## config.mk

```make
export PLATFORM = sky130hd
export DESIGN_NAME = foreground_line_prefetcher
export DESIGN_NICKNAME = d
export VERILOG_FILES = /design/src/rtl/foreground_line_prefetcher.sv
export SDC_FILE = /design/constraint.sdc
export NUM_CORES = 2
export LEC_CHECK = 0
export ABC_AREA = 0
export CORE_MARGIN = 5
export CORE_UTILIZATION = 35
export CTS_BUF_LIST = sky130_fd_sc_hd__clkbuf_4
export CTS_CLUSTER_DIAMETER = 80
export DETAILED_ROUTE_END_ITERATION = 8
export PLACE_DENSITY_LB_ADDON = 0.3
export RECOVER_POWER = 50
export SLEW_MARGIN = 5
export SYNTH_ARGS = -nofsm -noshare
export SYNTH_HDL_FRONTEND = slang
export SYNTH_SLANG_ARGS = --single-unit
```

## constraint.sdc

```tcl
create_clock -name gpu_clk -period 5.5 [get_ports gpu_clk]
set_input_delay 0.55 -clock gpu_clk [delete_from_list [all_inputs] [get_ports gpu_clk]]
set_output_delay 0.55 -clock gpu_clk [all_outputs]
set_load 0.05 [all_outputs]
```

## src/rtl/foreground_line_prefetcher.sv

```systemverilog
// Foreground sprite line prefetcher: builds tagged scanline buffers from
// object/pattern memory and serves registered pixels to the GPU mixer.
module foreground_line_prefetcher #(
  parameter int unsigned NUM_OBJECTS      = 64,
  parameter int unsigned NUM_LINE_BUFFERS = 2,
  parameter int unsigned MAX_PER_LINE     = 16
) (
  input  logic                           gpu_clk,
  input  logic                           rst,
  input  logic                           prefetch_start_i,
  input  logic [7:0]                     prefetch_y_i,
  output logic                           busy_o,
  output logic                           overflow_o,
  output logic                           dropped_o,
  output logic [$clog2(NUM_OBJECTS)-1:0] obm_addr_o,
  input  logic [31:0]                    obm_object_i,
  output logic [7:0]                     pmf_addr_o,
  input  logic [15:0]                    pmf_line_i,
  input  logic [7:0]                     display_x_i,
  input  logic [7:0]                     display_y_i,
  output logic [1:0]                     r_o,
  output logic [1:0]                     g_o,
  output logic [1:0]                     b_o,
  output logic                           valid_o
);
  localparam int unsigned IW = $clog2(NUM_OBJECTS);
  localparam int unsigned BW = $clog2(NUM_LINE_BUFFERS);
  localparam int unsigned CW = $clog2(MAX_PER_LINE + 1);

  typedef enum logic [2:0] {
    S_IDLE, S_CLEAR, S_SCAN_ADDR, S_SCAN_EVAL, S_FETCH, S_CAPTURE, S_DRAW
  } state_t;

  state_t state_q, state_d;

  logic [7:0]                  line_y_q;
  logic [BW-1:0]               wr_ptr_q;
  logic [IW-1:0]               idx_q;
  logic [CW-1:0]               cnt_q;
  logic [7:0]                  clr_x_q;
  logic [2:0]                  draw_i_q;
  logic [7:0]                  obj_x_q;
  logic [4:0]                  pmfa_q;
  logic                        hflip_q, vflip_q;
  logic [2:0]                  rgb_q;
  logic [2:0]                  row_q;
  logic [15:0]                 pat_q;
  logic [NUM_LINE_BUFFERS-1:0] tag_valid_q;
  logic [7:0]                  tag_y_q [NUM_LINE_BUFFERS];
  logic [4:0]                  lbuf [NUM_LINE_BUFFERS][256];
  logic                        busy_q, overflow_q, dropped_q;

  // Incoming object decode and vertical hit test (9-bit difference, no wrap)
  logic [7:0] ob_x, ob_y, ob_conf;
  logic [2:0] ob_rgb;
  logic [8:0] ob_diff;
  logic       ob_hit, take_hit, last_obj, publish;
  logic [5:0] unused_obj_bits;

  assign ob_x     = obm_object_i[31:24];
  assign ob_y     = obm_object_i[23:16];
  assign ob_conf  = obm_object_i[15:8];
  assign ob_rgb   = obm_object_i[2:0];
  assign unused_obj_bits = {obm_object_i[15], obm_object_i[7:3]};
  assign ob_diff  = {1'b0, line_y_q} - {1'b0, ob_y};
  assign ob_hit   = (ob_diff < 9'd8);
  assign take_hit = ob_hit && (cnt_q < CW'(MAX_PER_LINE));
  assign last_obj = (idx_q == IW'(NUM_OBJECTS - 1));

  // Draw-stage pixel selection and write qualification
  logic [2:0] col;
  logic [1:0] px_l;
  logic [8:0] px_x;
  logic [4:0] px_old;
  logic       draw_we;

  assign col     = hflip_q ? ~draw_i_q : draw_i_q;
  assign px_l    = pat_q[{~col, 1'b0} +: 2];
  assign px_x    = {1'b0, obj_x_q} + {6'd0, draw_i_q};
  assign px_old  = lbuf[wr_ptr_q][px_x[7:0]];
  assign draw_we = (state_q == S_DRAW) && (px_l != 2'd0) && !px_x[8] && (px_old[4:3] == 2'd0);

  assign obm_addr_o = idx_q;
  assign pmf_addr_o = {pmfa_q, vflip_q ? ~row_q : row_q};
  assign busy_o     = busy_q;
  assign overflow_o = overflow_q;
  assign dropped_o  = dropped_q;

  // Next-state logic; publish fires when the last object has been handled
  always_comb begin
    state_d = state_q;
    publish = 1'b0;
    case (state_q)
      S_IDLE:      if (prefetch_start_i) state_d = S_CLEAR;
      S_CLEAR:     if (clr_x_q == 8'hFF) state_d = S_SCAN_ADDR;
      S_SCAN_ADDR: state_d = S_SCAN_EVAL;
      S_SCAN_EVAL: begin
        if (take_hit) state_d = S_FETCH;
        else if (last_obj) begin
          state_d = S_IDLE;
          publish = 1'b1;
        end else state_d = S_SCAN_ADDR;
      end
      S_FETCH:     state_d = S_CAPTURE;
      S_CAPTURE:   state_d = S_DRAW;
      S_DRAW: begin
        if (draw_i_q == 3'd7) begin
          if (last_obj) begin
            state_d = S_IDLE;
            publish = 1'b1;
          end else state_d = S_SCAN_ADDR;
        end
      end
      default:     state_d = S_IDLE;
    endcase
  end

  // Control state: FSM, status flags, buffer rotation and tag validity
  always_ff @(posedge gpu_clk) begin
    if (rst) begin
      state_q     <= S_IDLE;
      wr_ptr_q    <= '0;
      tag_valid_q <= '0;
      busy_q      <= 1'b0;
      overflow_q  <= 1'b0;
      dropped_q   <= 1'b0;
    end else begin
      state_q   <= state_d;
      dropped_q <= prefetch_start_i && busy_q;
      if (state_q == S_IDLE && prefetch_start_i) begin
        tag_valid_q[wr_ptr_q] <= 1'b0;
        overflow_q            <= 1'b0;
        busy_q                <= 1'b1;
      end
      if (state_q == S_SCAN_EVAL && ob_hit && !take_hit) overflow_q <= 1'b1;
      if (publish) begin
        tag_valid_q[wr_ptr_q] <= 1'b1;
        wr_ptr_q              <= wr_ptr_q + BW'(1);
        busy_q                <= 1'b0;
      end
    end
  end

  // Build datapath: counters, latched object fields, captured pattern, tags
  always_ff @(posedge gpu_clk) begin
    case (state_q)
      S_IDLE: begin
        if (prefetch_start_i) line_y_q <= prefetch_y_i;
        clr_x_q <= '0;
      end
      S_CLEAR: begin
        clr_x_q <= clr_x_q + 8'd1;
        idx_q   <= '0;
        cnt_q   <= '0;
      end
      S_SCAN_EVAL: begin
        if (take_hit) begin
          cnt_q    <= cnt_q + CW'(1);
          obj_x_q  <= ob_x;
          pmfa_q   <= ob_conf[4:0];
          hflip_q  <= ob_conf[5];
          vflip_q  <= ob_conf[6];
          rgb_q    <= ob_rgb;
          row_q    <= ob_diff[2:0];
          draw_i_q <= '0;
        end else idx_q <= idx_q + IW'(1);
      end
      S_CAPTURE: pat_q <= pmf_line_i;
      S_DRAW: begin
        draw_i_q <= draw_i_q + 3'd1;
        if (draw_i_q == 3'd7) idx_q <= idx_q + IW'(1);
      end
      default: ;
    endcase
    if (publish) tag_y_q[wr_ptr_q] <= line_y_q;
  end

  // Line buffer storage: clear sweep, then first-writer-wins pixel draws
  always_ff @(posedge gpu_clk) begin
    if (!rst) begin
      if (state_q == S_CLEAR) lbuf[wr_ptr_q][clr_x_q] <= '0;
      else if (draw_we) lbuf[wr_ptr_q][px_x[7:0]] <= {px_l, rgb_q};
    end
  end

  // Display lookup: lowest-index valid buffer tagged with the display line
  logic          disp_hit;
  logic [BW-1:0] disp_buf;
  logic [4:0]    disp_e;
  logic [1:0]    disp_l;

  always_comb begin
    disp_hit = 1'b0;
    disp_buf = '0;
    for (int unsigned b = NUM_LINE_BUFFERS; b > 0; b--) begin
      if (tag_valid_q[b-1] && tag_y_q[b-1] == display_y_i) begin
        disp_hit = 1'b1;
        disp_buf = BW'(b - 1);
      end
    end
  end

  assign disp_e = lbuf[disp_buf][display_x_i];
  assign disp_l = disp_hit ? disp_e[4:3] : 2'd0;

  // Registered pixel output
  always_ff @(posedge gpu_clk) begin
    if (rst) begin
      r_o     <= '0;
      g_o     <= '0;
      b_o     <= '0;
      valid_o <= 1'b0;
    end else begin
      r_o     <= disp_l & {2{disp_e[2]}};
      g_o     <= disp_l & {2{disp_e[1]}};
      b_o     <= disp_l & {2{disp_e[0]}};
      valid_o <= (disp_l != 2'd0);
    end
  end
endmodule

```

==> results.sh <==
export IMPL_ys_warn_count=0
export IMPL_die_w_um=619
export IMPL_critical_path_top_delay_family="multiplexers"
export IMPL_final_core_util_pct=41.6
export IMPL_synthesis_nets=9793
export IMPL_finalNetCount=10800
export IMPL_place_ws_ns=-0.333
export IMPL_ys_seq_area_share_pct=61.3
export IMPL_overflow=0
export IMPL_core_area_sq_um=369000
export IMPL_slowest_delay_ns=0.93
export IMPL_start_util_pct=35.2
export IMPL_numCtsBuffers=710
export IMPL_synthCells=9695
export IMPL_critPathMaxFanout=26
export IMPL_grt_pass1_wl_um=744000
export IMPL_drive_gt1_share_pct=33.8
export IMPL_grt_setup_unrepaired="yes"
export IMPL_setup_ws_ns=-0.375
export IMPL_ctsLongestPathBuffers=4
export IMPL_synth_edff_count=2643
export IMPL_yosysUniqueCellTypes=90
export IMPL_leakage_uw=0.0481
export IMPL_wl_per_cell_um=33.6
export IMPL_antenna_found_initial=55
export IMPL_place_congestion=0.950
export IMPL_port_buffers=92
export IMPL_final_common_cell="edfxtp_1"
export IMPL_crit_required_ns=6.80
export IMPL_ys_flop_type="edfxtp_1"
export IMPL_finalHoldViolations=0
export IMPL_arrival_ns=7.17
export IMPL_cts_tree="built"
export IMPL_crit_buf_inv=6
export IMPL_root_buffer="clkbuf_4"
export IMPL_avgSynthCellArea_sq_um=13.4
export IMPL_slew_headroom_pct=-7.32
export IMPL_cts_clk_slew_worst_paths_ns=0.06
export IMPL_skew_ns=0.225
export IMPL_syn_cell_area_sq_um=130000
export IMPL_rows=223
export IMPL_die_area_sq_um=384000
export IMPL_yosysTopAreaCellShare_pct=61.1
export IMPL_outcome="finished with violations"
export IMPL_synthSimpleGateAreaFrac_pct=17.0
export IMPL_gr_usage_all_layers_pct=27.3
export IMPL_post_route_period_util_pct=107
export IMPL_die_h_um=619
export IMPL_area_growth_pct=18.4
export IMPL_route_detailed_drc=0
export IMPL_violations="max-capacitance violations, max-slew violations, negative setup slack"
export IMPL_synth_fa_ha_area_share_pct=0.233
export IMPL_endpoint_kind="flop"
export IMPL_synth_top_area_cell="edfxtp_1"
export IMPL_timing_setup_tns_ns=-557.48
export IMPL_power_density_nw_per_um2=272
export IMPL_drv_slew=42
export IMPL_start_kind="flop"
export IMPL_vias_per_cell=6.21
export IMPL_cp_cell_sequence="ha_4 > fa_4 > buf_12 > buf_12 > buf_12 > mux4_2 > mux4_2 > mux2i_1 > buf_4 > mux2_4 > o22a_1 > buf_6 > o21ai_4 > or2_4 > buf_12 > o32ai_1 > and2_1"
export IMPL_maxCapViolCount=4
export IMPL_final_antenna_net_count=0
export IMPL_fill_cells=34300
export IMPL_vias=101000
export IMPL_slowest_stage="fa_4"
export IMPL_grt_start_max_net_pins=126
export IMPL_ir_worst_vdd_mv=0.187
export IMPL_finalCriticalPeriod_ns=5.88
export IMPL_clock_latency_ns=1.70
export IMPL_hpwlAfterDp_um=360000
export IMPL_synthMuxAreaShare_pct=8.87
export IMPL_grt_pass1_vias=98800
export IMPL_drt_first_pass_iters=7
export IMPL_worst_slew_pin_slew_ns=1.61
export IMPL_mostFrequentLayoutCells="edfxtp_1 (2643), clkbuf_4 (1037), nor3_2 (898)"
export IMPL_critPathMostFrequentCell="buf_12"
export IMPL_drt_iter0_markers=15300
export IMPL_htreeDepth=6
export IMPL_setup_viol=3582
export IMPL_critPathKind="reg -> reg"
export IMPL_synth_seq_cells=2660
export IMPL_synth_compound_area_share_pct=8.35
export IMPL_clkSinkCount=2660
export IMPL_drt_wl_total_um=545000
export IMPL_fmax_mhz=170
export IMPL_ios=99
export IMPL_hp_class="in -> reg"
export IMPL_synthXorXnorAreaFrac_pct=0.302
export IMPL_synth_top_family_by_area="simple AND/OR/NAND/NOR gates"
export IMPL_postSynth_asyncResetShare_pct=0
export IMPL_synth_area_top_cells="edfxtp_1 (61%), nor3_2 (6.9%), mux4_2 (6.0%)"
## routing by layer
| metal | track usage, % | wire length [um] | vias to the layer above |
|---|---|---|---|
| li1 | - | - | 40200 |
| met1 | 33.5 | 190000 | 50300 |
| met2 | 40.3 | 235000 | 8184 |
| met3 | 10.3 | 79200 | 1921 |
| met4 | 17.7 | 40300 | 22 |
| met5 | 0.200 | 195 | - |
## area by class of cell
class                   instances  area (sq um)  share of cell area (%)
inverters                      28           119                  0.0773
well taps                    4950          6190                    4.03
multi-input cells            6059         46800                    30.5
clock buffers                1026          7700                    5.01
flip-flops and latches       2660         79700                    51.8
repair buffers               1217         11800                    7.67
clock inverters               208          1270                   0.827
diodes                         57           143                  0.0927
## per-stage QoR
step	hold slack [ns]	total power, uW	cell area, sq um	cells
5_1_grt	0.0909	43000	154000	16200
2_1_floorplan	0.445	23100	130000	9695
4_1_cts	0.000527	41800	153000	16100
3_3_place_gp	0.442	24200	142000	14800
6_report	0.158	41800	154000	16200
3_5_place_dp	0.439	24200	142000	14800
## state kept, by name (all words and copies together) (netlist names), 2 cells and up, named ones only
signal and cells:
line_y_q 8, pmfa_q 5, pat_q 16, cnt_q 5, tag_y_q 16, lbuf 2560
b_o 2, obj_x_q 8, clr_x_q 8, r_o 2, state_q 3, row_q 3
rgb_q 3, g_o 2, draw_i_q 3, obm_addr_o 6
## cell usage after synthesis (all sizes together), types with 14 or more instances
cell type  count
nand2b        20
a21oi        293
a221oi        49
mux2          27
o32ai        136
nor2b         31
mux4         349
nand2        768
nor4          20
mux2i        336
or4           14
o2111ai       16
o211ai        27
a31oi        121
nand4         28
buf          370
a311oi        40
nor3        1184
inv           25
and2         304
a21boi        15
o22ai         68
xnor2         23
a22oi         34
clkbuf       578
o22a          53
o311ai        22
o21ai        153
ha            21
a221o         14
a32oi         63
nand3        314
nor2         908
xor2          21
o32a          50
and3         118
edfxtp      2643
or3           41
dfxtp         17
a32o          25
a211oi       207
## power by group
| part | internal, uW | total, uW | switching [uW] |
|---|---|---|---|
| clock | 9050 | 17800 | 8730 |
| sequential | 22000 | 22000 | 33.5 |
| combinational | 552 | 2000 | 1450 |
| total | 31600 | 41800 | 10200 |
## tightest hold or removal path, cell delays in order
cell             delay (ns)
clkdlybuf4s50_1        0.40
inv_1                  0.07
ha_1                   0.17
o31ai_1                0.08
o221ai_1               0.06
a211o_1                0.16
nor2_1                 0.05
a22oi_1                0.13
nor2_1                 0.05
## kinds of logic after synthesis
family | after synthesis
and+or+nand+nor | 3771
DFF | 2660
AOI/OAI and AO/OA | 1509
buffers and inverters | 976
muxes | 712
xor gates and xnor gates | 44
adders and majority gates | 23
## worst paths after layout
path / startpoint / end / slack [ns] / cells after the start
worst max register to register: draw_i_q[0] / lbuf[1][974] / -0.38 / 17
worst min register to register: busy_o / dropped_o / 0.45 / 2
worst max-delay path: draw_i_q[0] / lbuf[1][974] / -0.38 / 17
worst min-delay path: obm_object_i[22] / overflow_o / 0.16 / 9
## timing repair
item                                     CTS  global route
endpoints found under the setup margin  2360          3608
hold endpoints to repair                  62             0
hold buffers                              92             0
pin swaps                                  2            23
resized for setup                        125           316
gates cloned                               1            11
setup buffers                              3             7
(Power assumes the default switching activity.)
